--- config.mk ---
export PLATFORM = sky130hd
export DESIGN_NAME = rename_alias_table
export DESIGN_NICKNAME = d
export VERILOG_FILES = /design/src/rtl/rename_alias_table_pkg.sv /design/src/rtl/rename_free_list.sv /design/src/rtl/rename_alias_table.sv
export SDC_FILE = /design/constraint.sdc
export NUM_CORES = 1
export LEC_CHECK = 0
export ABC_CLOCK_PERIOD_IN_PS = 17700
export CAP_MARGIN = 20
export CELL_PAD_IN_SITES_DETAIL_PLACEMENT = 1
export CELL_PAD_IN_SITES_GLOBAL_PLACEMENT = 1
export CORE_MARGIN = 2
export CORE_UTILIZATION = 43
export DETAILED_ROUTE_END_ITERATION = 10
export GPL_TIMING_DRIVEN = 0
export HOLD_SLACK_MARGIN = 0.05
export PLACE_DENSITY_LB_ADDON = 0.1
export SYNTH_ARGS = -nofsm -noshare
export SYNTH_HDL_FRONTEND = slang
export SYNTH_HIERARCHICAL = 1
export SYNTH_SLANG_ARGS = --single-unit
--- constraint.sdc ---
create_clock -name clk -period 17.7 [get_ports clk]
set_clock_uncertainty 0.1 [all_clocks]
set_input_delay 3.54 -clock clk [delete_from_list [all_inputs] [get_ports clk]]
set_output_delay 3.54 -clock clk [all_outputs]
set_load 0.03 [all_outputs]
--- src/rtl/rename_alias_table_pkg.sv ---
// Shared sizing and reset rules for the rename alias table and its free list.
// `PHYS_REGS sets the physical register file size (defaults to 32).
`ifndef PHYS_REGS
`define PHYS_REGS 32
`endif

package rename_alias_table_pkg;
    localparam int PHYS_REGS   = `PHYS_REGS;
    localparam int PR_W        = $clog2(PHYS_REGS);
    localparam int NUM_RENAMED = 10;
    localparam int ARCH_BASE   = 2;
    localparam int FIRST_FREE  = 12;
    localparam int FL_DEPTH    = PHYS_REGS - FIRST_FREE;

    // Out of reset, arch register n is backed by phys register n.
    function automatic logic [PR_W-1:0] reset_alias(input int arch);
        return PR_W'(arch);
    endfunction
endpackage

--- src/rtl/rename_free_list.sv ---
// Circular free list of physical registers: up to two pops and two pushes per
// cycle, reset to the ascending run FIRST_FREE..PHYS_REGS-1.
module rename_free_list
    import rename_alias_table_pkg::*;
(
    input  logic                 clk,
    input  logic                 rst,
    input  logic [1:0]           pop_cnt,
    input  logic [1:0]           push_en,
    input  logic [1:0][PR_W-1:0] push_data,
    output logic [PR_W-1:0]      head0,
    output logic [PR_W-1:0]      head1,
    output logic [PR_W:0]        count
);
    localparam int PTR_W = $clog2(FL_DEPTH);

    logic [PR_W-1:0]  mem [FL_DEPTH];
    logic [PTR_W-1:0] head_q, tail_q;
    logic [PR_W:0]    count_q;
    logic             acc0, acc1, dropped;
    int               room;

    function automatic logic [PTR_W-1:0] wrap(input logic [PTR_W-1:0] p, input logic [1:0] n);
        int s;
        s = int'(p) + int'(n);
        if (s >= FL_DEPTH) s = s - FL_DEPTH;
        return PTR_W'(s);
    endfunction

    assign head0 = mem[head_q];
    assign head1 = mem[wrap(head_q, 2'd1)];
    assign count = count_q;

    // Slots freed by this cycle's pops are reusable by this cycle's pushes.
    always_comb begin
        room    = FL_DEPTH - int'(count_q) + int'(pop_cnt);
        acc0    = push_en[0] && (room >= 1);
        acc1    = push_en[1] && (room >= (acc0 ? 2 : 1));
        dropped = (push_en[0] && !acc0) || (push_en[1] && !acc1);
    end

    always_ff @(posedge clk) begin
        if (rst) begin
            for (int i = 0; i < FL_DEPTH; i++) mem[i] <= PR_W'(FIRST_FREE + i);
            head_q  <= '0;
            tail_q  <= '0;
            count_q <= (PR_W+1)'(FL_DEPTH);
        end else begin
            if (acc0) mem[tail_q] <= push_data[0];
            if (acc1) mem[acc0 ? wrap(tail_q, 2'd1) : tail_q] <= push_data[1];
            tail_q  <= wrap(tail_q, {1'b0, acc0} + {1'b0, acc1});
            head_q  <= wrap(head_q, pop_cnt);
            count_q <= count_q - (PR_W+1)'(pop_cnt) + (PR_W+1)'(acc0) + (PR_W+1)'(acc1);
        end
    end

    always_ff @(posedge clk) begin
        if (!rst) assert (!dropped) else $error("rename_free_list: push beyond capacity dropped");
    end
endmodule

--- src/rtl/rename_alias_table.sv ---
// Register alias table for arch regs 2..11 plus physical free-list management.
// Define RAT_WB_BYPASS_EN to forward same-cycle writebacks onto rat_done.
module rename_alias_table
    import rename_alias_table_pkg::*;
(
    input  logic                          clk,
    input  logic                          rst,
    input  logic                          alloc_valid,
    input  logic [7:0]                    alloc_dest_arch,
    input  logic [1:0]                    alloc_dest_en,
    output logic                          alloc_ready,
    output logic [2*PR_W-1:0]             alloc_phys,
    output logic [2*PR_W-1:0]             alloc_old_phys,
    input  logic                          wb_valid,
    input  logic [PR_W-1:0]               wb_phys,
    input  logic [1:0]                    retire_valid,
    input  logic [2*PR_W-1:0]             retire_phys,
    output logic [NUM_RENAMED-1:0]        rat_done,
    output logic [NUM_RENAMED*PR_W-1:0]   rat_aliases,
    output logic [PR_W:0]                 free_count
);
    logic [NUM_RENAMED-1:0][PR_W-1:0] alias_q;
    logic [NUM_RENAMED-1:0]           done_q, wb_hit;
    logic [1:0][3:0]                  arch, idx;
    logic [1:0]                       eff, push_en, pop_cnt;
    logic [1:0][PR_W-1:0]             phys, old_phys, ret;
    logic [PR_W-1:0]                  head0, head1;
    logic [PR_W:0]                    n_eff;
    logic                             fire;

    assign arch = alloc_dest_arch;
    assign ret  = retire_phys;

    always_comb begin
        for (int s = 0; s < 2; s++) begin
            eff[s] = alloc_dest_en[s] && (arch[s] >= 4'(ARCH_BASE))
                     && (arch[s] < 4'(ARCH_BASE + NUM_RENAMED));
            idx[s] = arch[s] - 4'(ARCH_BASE);
            push_en[s] = retire_valid[s] && (ret[s] > PR_W'(1));
        end
    end

    assign n_eff       = (PR_W+1)'(eff[0]) + (PR_W+1)'(eff[1]);
    assign alloc_ready = free_count >= n_eff;
    assign fire        = alloc_valid && alloc_ready;
    assign pop_cnt     = fire ? {eff[0] & eff[1], eff[0] ^ eff[1]} : 2'd0;

    // Slot1 renames after slot0, so a shared dest sees slot0's new reg as its old one.
    always_comb begin
        phys     = '0;
        old_phys = '0;
        if (fire) begin
            if (eff[0]) begin
                phys[0]     = head0;
                old_phys[0] = alias_q[idx[0]];
            end
            if (eff[1]) begin
                phys[1]     = eff[0] ? head1 : head0;
                old_phys[1] = (eff[0] && idx[0] == idx[1]) ? head0 : alias_q[idx[1]];
            end
        end
    end

    assign alloc_phys     = phys;
    assign alloc_old_phys = old_phys;

    always_comb begin
        for (int i = 0; i < NUM_RENAMED; i++) wb_hit[i] = wb_valid && (alias_q[i] == wb_phys);
    end

    always_ff @(posedge clk) begin
        if (rst) begin
            for (int i = 0; i < NUM_RENAMED; i++) alias_q[i] <= reset_alias(i + ARCH_BASE);
            done_q <= '1;
        end else begin
            for (int i = 0; i < NUM_RENAMED; i++) begin
                if (fire && eff[1] && idx[1] == 4'(i)) begin
                    alias_q[i] <= phys[1];
                    done_q[i]  <= 1'b0;
                end else if (fire && eff[0] && idx[0] == 4'(i)) begin
                    alias_q[i] <= phys[0];
                    done_q[i]  <= 1'b0;
                end else if (wb_hit[i]) begin
                    done_q[i]  <= 1'b1;
                end
            end
        end
    end

    assign rat_aliases = alias_q;
`ifdef RAT_WB_BYPASS_EN
    assign rat_done = done_q | wb_hit;
`else
    assign rat_done = done_q;
`endif

    rename_free_list u_free_list (
        .clk       (clk),
        .rst       (rst),
        .pop_cnt   (pop_cnt),
        .push_en   (push_en),
        .push_data (ret),
        .head0     (head0),
        .head1     (head1),
        .count     (free_count)
    );
endmodule
==> results of run 1 <==
[sequential cells by signal, indices dropped and copies added, names as in the netlist]
register and cells:
u_free_list/mem 160, rat_aliases 50, rat_done 10, u_free_list/count 6, u_free_list/head_q 5, u_free_list/tail_q 5
[routing by layer]
| metal | track usage (%) | wire, µm |
|---|---|---|
| met5 | 0 | 0 |
| met4 | 21.9 | 5430 |
| met3 | 5.52 | 5720 |
| met2 | 57.4 | 35700 |
| met1 | 42.1 | 29800 |
[layout make-up]
| class | count | area [µm²] | area share (%) |
|---|---|---|---|
| clock buffers | 33 | 721 | 3.48 |
| repair buffers | 113 | 1130 | 5.43 |
| well taps | 532 | 666 | 3.21 |
| flip-flops and latches | 236 | 6330 | 30.5 |
| multi-input cells | 1326 | 10800 | 52.1 |
| plain buffers | 159 | 676 | 3.26 |
| clock inverters | 19 | 230 | 1.11 |
| inverters | 49 | 184 | 0.887 |
[how the worst min path moves through the flow]
stage | from | to
5_1_grt | rat_done[9]$_SDFFE_PP1P_ | rat_done[9]$_SDFFE_PP1P_
3_5_place_dp | rat_done[9]$_SDFFE_PP1P_ | rat_done[9]$_SDFFE_PP1P_
4_1_cts | rat_done[9]$_SDFFE_PP1P_ | rat_done[9]$_SDFFE_PP1P_
3_3_place_gp | rat_done[3]$_SDFFE_PP1P_ | rat_done[3]$_SDFFE_PP1P_
6_report | rat_done[9]$_SDFFE_PP1P_ | rat_done[9]$_SDFFE_PP1P_
2_1_floorplan | rat_aliases[31]$_SDFFE_PP0P_ | rat_aliases[31]$_SDFFE_PP0P_
[cells by family (layout without fill, tap and decap cells)]
| group | count (synthesis) | count (layout) | share of synthesized area [%] |
|---|---|---|---|
| fa+ha+maj | 47 | 47 | 3.48 |
| mux | 292 | 292 | 22.6 |
| xor+xnor | 77 | 77 | 3.79 |
| buf+inv | 208 | 373 | 4.78 |
| flops | 236 | 236 | 35.2 |
| simple gates | 523 | 523 | 15.0 |
| compound gates | 387 | 387 | 15.2 |
[cell usage in the layout (no fill, tap or decap), drive strengths merged, types with 66 or more instances in the layout]
cell type      count
mux2i            101
nor2             111
mux4              80
nand2            143
clkdlybuf4s50    109
clkbuf           123
nand3             66
mux2             111
o21ai             87
edfxtp           160
a21oi             73
dfxtp             76
buf               73
[worst reg2reg max path: cells and delay by family, from the launching register on]
family / cells / cell delay (ns)
fa+ha+maj: 7 / 2.08
simple gates: 10 / 2.07
compound gates: 7 / 1.78
buf+inv: 10 / 1.44
flops: 1 / 0.37
xor+xnor: 1 / 0.20
[metrics by stage]
step	std cells	hold slack [ns]	power [W]
2_1_floorplan	1770	0.530	0.00100
3_5_place_dp	2412	0.436	0.00121
4_1_cts	2464	0.449	0.00181
5_1_grt	2467	0.466	0.00188
3_3_place_gp	2411	0.428	0.00119
6_report	2467	0.441	0.00181
[power by group]
part	switching, W	total, W	internal, W
Clock	0.000263	0.000604	0.000341
Sequential	0.0000284	0.000638	0.000610
Combinational	0.000370	0.000571	0.000201
[cell usage after synthesis (all sizes together) (23+ instances only)]
cell type,instances
nand2,143
dfxtp,76
nor4,23
inv,46
nor3,46
clkbuf,88
ha,42
xor2,54
a21oi,73
edfxtp,160
a31oi,34
o21ai,87
nand3,66
mux2i,101
nor2,111
xnor2,23
buf,71
mux4,80
mux2,111
==> results_dict.tcl, run 1 <==
set metrics [dict create \
    hold_buffers 0 \
    n_antenna_cell 0 \
    cts.sinks 236 \
    synth_top_area_share_pct 26.7 \
    cp.arrival_ns 13.31 \
    r2r_start "u_free_list/count[1]$_SDFF_PP0_" \
    crit_cells 43 \
    leakage_nw 7.16 \
    fin_util_pct 50.5 \
    slowest_stage "o41ai_2" \
    crit_buf_inv 14 \
    grt_overflow_total 0 \
    synth_flop_cell "edfxtp_1" \
    r2r-end "u_free_list/tail_q[3]$_SDFF_PP0_" \
    drive_gt1_share_pct 17.3 \
    setup_viol 0 \
    max_stage_delay_ns 0.77 \
    tns_ns 0 \
    synthesis.area_um2 18000 \
    synthesis.nets 1848 \
    slew_viol_final 0 \
    critical_path.top_delay_family "adder cells" \
    min_period_ns 12.98 \
    cellPowerDensity_nw_per_um2 87.5 \
    synthTopCellsByArea "edfxtp_1, mux4_2, dfxtp_1, mux2_2, mux2i_1" \
    reg2reg_depth 35 \
    synth_area_leader_cell "edfxtp_1" \
    synth_seq_cells 236 \
    cts_setup_buffers 0 \
    netlist_instances 1770 \
    maxCapViolations 0 \
    async_reset_ff_share_pct 0 \
    yosys.cell_types.count 99 \
    rsz0062_at_grt "no" \
    yosys_warnings 6 \
    detail_route.wl_per_cell_um 31.0 \
    die_y_um 209 \
    pre_cts_slack_ns 4.24 \
    ctsRootBufferMaster "clkbuf_16" \
    setup_ws_ns 4.72 \
    io_pins 118 \
    critPathCaptureType "flip-flop" \
    ir_worst_vdd_uv 75.2 \
    grt_antenna_before_repair 0 \
    crit_fanout 10 \
    avgSynthCellArea_um2 10.2 \
    dr.pass1.iters 6 \
    place.gp.congestion 1.01 \
    clkSlewWorstSetupHoldPaths_ns 0.06 \
    ys_seq_area_share_pct 35.2 \
    syn2layout_area_growth_pct 15.2 \
    dr.first_iter.drc_count 1633 \
    ant_nets 0 \
    whs_path_depth 2 \
    required_ns 18.03 \
    via_per_inst 6.64 \
    port_buffers 109 \
    crit_path_start "alloc_dest_arch[6]" \
    rows 74 \
    hpwlAfterDp_mm 59.9 \
    worstSetupPathType "in -> reg" \
    period_share_pct 73.3 \
    vias 16383 \
    status "finished, final reports clean" \
    place_area_um2 19800 \
    slew_headroom_pct 17.9 \
    grt_max_degree 16 \
    fillerInstances 4604 \
    htree_levels 1 \
    wl_mm 76.6 \
    cts_inserted_buffers 28 \
    synth_edf_count 160 \
    start_kind "input pin" \
    critPathMostFrequentCell "inv_1" \
    cts_buffer_depth 3 \
    hold_path_class "reg -> reg" \
    grt_use_total_pct 34.6 \
    drc 0 \
    die_area_um2 43500 \
    endpoint "u_free_list/tail_q[3]$_SDFF_PP0_" \
    core_area_um2 41000 \
    fin_area_um2 20700 \
    r2r_slack_ns 9.51 \
    die_w_um 209 \
    initial_core_util_pct 43.9 \
    max_freq_ghz 0.0770 \
    layout.nets 1991 \
    grt_pass1_wl_mm 112 \
    cts_resized 0 \
    hold_viol 0 \
    worst_pin_slew_ns 1.23 \
    insertion_delay_ns 0.60 \
    cts_tree "done" \
    grt_pass1_vias 16618 \
]
Power figures use the tool's default switching activity.
==> inputs of run 2 (changes only) <==
Settings changed: ABC_CLOCK_PERIOD_IN_PS 17700 to 10700.
Clock period 17.7 ns to 10.7 ns, I/O delays scaled along.
==> run 2 against run 1 <==
Net effect:
- sequential power is 66% higher
- die area stayed put
- first-iteration DRC count is 2.2% lower
- routed wire length is 0.39% higher
- highest routed layer unchanged
- worst hold slack worse by 0.00058 ns
- core utilization is 0.37 points higher
==> results_dict.tcl, run 2 (same netlist as run 1, synthesis figures left out) <==
set metrics [dict create \
    status "finished, final reports clean" \
    grt_overflow_total 0 \
    max_stage_delay_ns 0.55 \
    drive_gt1_share_pct 18.1 \
    cts_inserted_buffers 28 \
    clkPwrFrac_pct 33.0 \
    detail_route.wl_per_cell_um 31.1 \
    internal_power_w 0.00192 \
    p_sw_share_pct 36.5 \
    ant_nets 0 \
    min_period_ns 10.43 \
    drc 0 \
    r2r_start "u_free_list/count[1]$_SDFF_PP0_" \
    vias 16465 \
    place_area_um2 19800 \
    htree_levels 1 \
    hold_buffers 0 \
    finalNonFillerCells 2475 \
    layout_common_cells "edfxtp_1, nand2_1, mux2_2" \
    insertion_delay_ns 0.60 \
    via_per_inst 6.65 \
    start_kind "input pin" \
    grt_use_total_pct 34.7 \
    r2r_slack_ns 3.11 \
    cellPowerDensity_nw_per_um2 145 \
    ctsRootBufferMaster "clkbuf_16" \
    whs_path_depth 2 \
    dr.pass1.iters 6 \
    grt_pass1_wl_mm 112 \
    maxCapViolations 0 \
    cp.arrival_ns 10.64 \
    seqPwrFrac_pct 34.9 \
    cts_buffer_depth 3 \
    die_w_um 209 \
    r2r-end "u_free_list/mem[12][1]$_DFFE_PP_" \
    die_area_um2 43500 \
    final_common_cell "edfxtp_1" \
    hpwlAfterDp_mm 59.9 \
    n_antenna_cell 0 \
    p_sw_w 0.00110 \
    crit_fanout 10 \
    worst_pin_slew_ns 1.16 \
    cts.sinks 236 \
    place.gp.congestion 1.01 \
    leakage_nw 7.20 \
    syn2layout_area_growth_pct 16.1 \
    core_area_um2 41000 \
    die_y_um 209 \
    slowest_stage "clkdlybuf4s50_1" \
    hold_viol 0 \
    ir_worst_vdd_uv 126 \
    clkSlewWorstSetupHoldPaths_ns 0.06 \
    grt_max_degree 16 \
    layout.nets 1999 \
    wl_mm 76.9 \
    hold_end "rat_done[9]$_SDFFE_PP1P_" \
    fin_area_um2 20900 \
    slew_headroom_pct 22.6 \
    setup_viol 0 \
    worstSetupPathType "in -> reg" \
    largest_reg_flops 160 \
    reg2reg_depth 30 \
    max_freq_ghz 0.0959 \
    io_pins 118 \
    placedCellCount 2412 \
    rows 74 \
    required_ns 10.91 \
    dr.first_iter.drc_count 1597 \
    hp-start "rat_done[9]$_SDFFE_PP1P_" \
    grt_antenna_before_repair 0 \
    grt_pass1_vias 16688 \
    critPathMostFrequentCell "ha_1" \
    initial_core_util_pct 43.9 \
    largest-register "u_free_list/mem" \
    critPathCaptureType "flip-flop" \
    slew_viol_final 0 \
    period_share_pct 97.5 \
    hold_path_class "reg -> reg" \
    port_buffers 109 \
    comb_power_share_pct 32.0 \
    cts_tree "done" \
]
[run 2: cell count changes in the layout (fill, tap and decap cells not counted), moves of 2 or more]
cell / change
buf_4: +9
buf_2: -3
o41ai_4: +2
a21oi_1: -2
a21oi_2: +2
o41ai_2: -2
nor2_1: -2
[run 2: per-layer routing]
layer,track usage [%],wire (µm),share of wire (%),up-vias
met5,0,0,0,-
met4,22.2,5570,7.2,0
met3,5.72,6550,8.5,256
met2,57.4,35700,46,969
met1,42.0,29100,38,8185
li1,-,-,-,7055
[run 2: repair_timing]
item / CTS / global route
setup buffers: 4 / 5
gates resized for setup: 6 / 14
endpoints found under the setup margin: 224 / 88
pin swaps: 2 / 3
[run 2: layout make-up]
class | instances | area, µm²
Sequential cell | 236 | 6330
Buffer | 158 | 679
Clock buffer | 33 | 721
Clock inverter | 19 | 230
Fill cell | 4598 | 20100
Timing Repair Buffer | 122 | 1190
Multi-Input combinational cell | 1326 | 10900
Tap cell | 532 | 666
Inverter | 49 | 193
[run 2: power groups by stage]
stage / registers (W) / clock network (W) / logic [W]
after floorplan: 0.00108 / 0 / 0.000583
after global placement: 0.00107 / 0 / 0.000903
after detailed placement: 0.00107 / 0 / 0.000921
after CTS: 0.00105 / 0.00100 / 0.000936
after global routing: 0.00106 / 0.00104 / 0.00104
final: 0.00106 / 0.000998 / 0.000969
[run 2: metrics by stage]
stage	hold slack (ns)	worst slack (ns)	utilization (%)	setup TNS [ns]	total power (W)
5_1_grt	0.466	-0.00917	50.9	-0.0214	0.00314
2_1_floorplan	0.530	1.40	-	0	0.00166
3_5_place_dp	0.436	-1.36	48.2	-198.95	0.00200
4_1_cts	0.449	0.00743	50.6	0	0.00300
3_3_place_gp	0.428	-1.13	48.1	-129.83	0.00198
6_report	0.440	0.270	50.9	0	0.00302
[run 2: worst max path at each step]
stage	startpoint	to	slack [ns]	cells past startpoint
floorplan	alloc_dest_arch[2]	u_free_list/tail_q[3]$_SDFF_PP0_	1.40	43
global placement	alloc_dest_arch[6]	u_free_list/tail_q[3]$_SDFF_PP0_	-1.13	43
detailed placement	alloc_dest_arch[6]	u_free_list/tail_q[3]$_SDFF_PP0_	-1.36	43
CTS	alloc_dest_arch[2]	u_free_list/tail_q[3]$_SDFF_PP0_	0.007	44
global route	alloc_dest_arch[2]	u_free_list/tail_q[3]$_SDFF_PP0_	-0.009	45
finish	alloc_dest_arch[6]	u_free_list/mem[12][1]$_DFFE_PP_	0.27	38
[run 2: worst max-delay path: cells and delay by family]
| kind | cells | cell delay [ns] |
|---|---|---|
| buffers and inverters | 15 | 2.96 |
| AO/OA/AOI/OAI | 5 | 1.28 |
| multiplexers | 1 | 0.38 |
| adder cells (fa/ha/maj) | 6 | 1.75 |
| AND/OR/NAND/NOR | 11 | 2.11 |
==> inputs of run 3 (changes only) <==
Settings changed: REMOVE_ABC_BUFFERS from default to 1.
==> run 3 against run 2 <==
Net effect:
- final cell count down 5.7%
- first-iteration DRC count down 8.9%
- critical path depth down 5
- count of clock-buffer cells in the layout up 3
- power down 1.6%
- non-clock buffer count down 138
- sequential share of layout area up 0.54 points
- sequential cell count unchanged
- fmax up 0.44%
- largest cell class unchanged
==> results_dict.tcl, run 3 (same netlist as run 1, synthesis figures left out) <==
set metrics [dict create \
    start_kind "input pin" \
    drc 0 \
    detail_route.wl_per_cell_um 30.2 \
    ctsRootBufferMaster "clkbuf_16" \
    grt_use_total_pct 31.9 \
    wl_mm 70.5 \
    grt_max_degree 60 \
    dr.first_iter.drc_count 1455 \
    grt_overflow_total 0 \
    hold_viol 0 \
    syn2layout_area_growth_pct 14.1 \
    tns_ns 0 \
    hpwlAfterDp_mm 50.7 \
    period_share_pct 97.0 \
    largest-register "u_free_list/mem" \
    slowest_stage "nand3b_1" \
    io_pins 118 \
    cts.sinks 236 \
    grt_antenna_before_repair 1 \
    max_freq_ghz 0.0963 \
    grt_pass1_wl_mm 105 \
    fin_util_pct 50.1 \
    htree_levels 1 \
    hold_path_class "reg -> reg" \
    pre_cts_slack_ns -3.00 \
    largest_reg_flops 160 \
    required_ns 10.93 \
    slew_viol_final 0 \
    fillerInstances 4410 \
    max_stage_delay_ns 0.56 \
    grt_use_met3_pct 5.28 \
    setup_viol 0 \
    drive_gt1_share_pct 18.2 \
    port_buffers 117 \
    cts_buffer_depth 3 \
    critPathMostFrequentCell "ha_1" \
    leakage_nw 7.03 \
    critPathCaptureType "flip-flop" \
    die_w_um 209 \
    grtUsageMet1_pct 41.2 \
    cts_inserted_buffers 28 \
    multiInputGateArea_um2 10900 \
    die_area_um2 43500 \
    layout.nets 1861 \
    dr.pass1.iters 5 \
    worstSetupPathType "in -> reg" \
    power.total_w 0.00297 \
    cellPowerDensity_nw_per_um2 145 \
    min_period_ns 10.38 \
    met2_usage_pct 53.8 \
    core_area_um2 41000 \
    regArea_um2 6330 \
    n_antenna_cell 0 \
    ant_nets 0 \
    p_sw_share_pct 36.2 \
    cts_tree "done" \
    worst_pin_slew_ns 1.23 \
    via_per_inst 6.70 \
    status "finished, final reports clean" \
    seqPwrFrac_pct 35.8 \
    place_area_um2 19500 \
    initial_core_util_pct 43.9 \
    final_common_cell "edfxtp_1" \
    internal_power_w 0.00190 \
    rows 74 \
    clkPwrFrac_pct 32.1 \
    clkSlewWorstSetupHoldPaths_ns 0.06 \
    place.gp.congestion 0.893 \
    insertion_delay_ns 0.59 \
    p_sw_w 0.00108 \
    crit_fanout 16 \
    fin_area_um2 20500 \
    layout_common_cells "edfxtp_1, nand2_1, clkdlybuf4s50_1" \
    slew_headroom_pct 17.2 \
    vias 15646 \
    busiest_layer "met2" \
    cp.arrival_ns 10.62 \
    hold_buffers 0 \
    comb_power_share_pct 32.1 \
    grt_pass1_vias 15762 \
    die_y_um 209 \
    maxCapViolations 0 \
    setup_ws_ns 0.316 \
    ir_worst_vdd_uv 119 \
]
run 3: cell count changes in the layout (fill, tap and decap cells not counted), sizes merged:
cell,delta
buf,-50
clkbuf,-88
clkinv,+3
bufinv,-1
clkdlybuf4s50,+2
dlymetal6s2s,+1
inv,-4
clkinvlp,-4
run 3: metrics by stage:
| step | hold slack (ns) | cells |
|---|---|---|
| 6_report | 0.445 | 2334 |
| 5_1_grt | 0.478 | 2334 |
| 4_1_cts | 0.452 | 2327 |
| 3_5_place_dp | 0.437 | 2275 |
| 3_3_place_gp | 0.419 | 2260 |
| 2_1_floorplan | 0.535 | 1611 |
run 3: area by class of cell:
type,instances,share of cell area [%]
Clock buffer,36,3.66
Clock inverter,13,0.670
Sequential cell,236,30.8
Multi-Input combinational cell,1326,53.2
Timing Repair Buffer,142,7.48
Tap cell,532,3.24
Inverter,49,0.938
run 3: worst max-delay path: cells and delay by family:
kind                       cells  cell delay, ns
and+or+nand+nor               11            2.84
buffers and inverters         10            1.97
adders and majority gates      6            1.82
AOI/OAI and AO/OA              5            1.42
muxes                          1            0.39
run 3: power groups by stage:
| stage | logic, W | registers, W | clock network, W |
|---|---|---|---|
| after CTS | 0.000915 | 0.00106 | 0.000966 |
| after detailed placement | 0.000895 | 0.00108 | 0 |
| after global routing | 0.00102 | 0.00107 | 0.000996 |
| after floorplan | 0.000528 | 0.00110 | 0 |
| after global placement | 0.000858 | 0.00110 | 0 |
| final | 0.000956 | 0.00106 | 0.000954 |
run 3: routing by layer:
metal | up-vias | part of all wire [%]
met5 | - | 0
met1 | 8099 | 41
li1 | 6776 | -
met3 | 140 | 7.1
met2 | 631 | 48
met4 | 0 | 3.8
run 3: final timing paths:
path                                   start                              end  slack (ns)  cells past startpoint
max                       alloc_dest_arch[2]  u_free_list/mem[9][0]$_DFFE_PP_        0.32                     33
min reg2reg         rat_done[3]$_SDFFE_PP1P_         rat_done[3]$_SDFFE_PP1P_        0.45                      2
min                 rat_done[3]$_SDFFE_PP1P_         rat_done[3]$_SDFFE_PP1P_        0.45                      2
max reg2reg  u_free_list/count[1]$_SDFF_PP0_  u_free_list/mem[9][0]$_DFFE_PP_        3.43                     25
run 3: what timing repair did:
action | 4_1_cts | 5_1_grt
pin swaps | 2 | 2
setup buffers | 3 | 6
hold endpoints to repair | 0 | 0
setup endpoints to repair | 333 | 235
gates resized for setup | 13 | 14
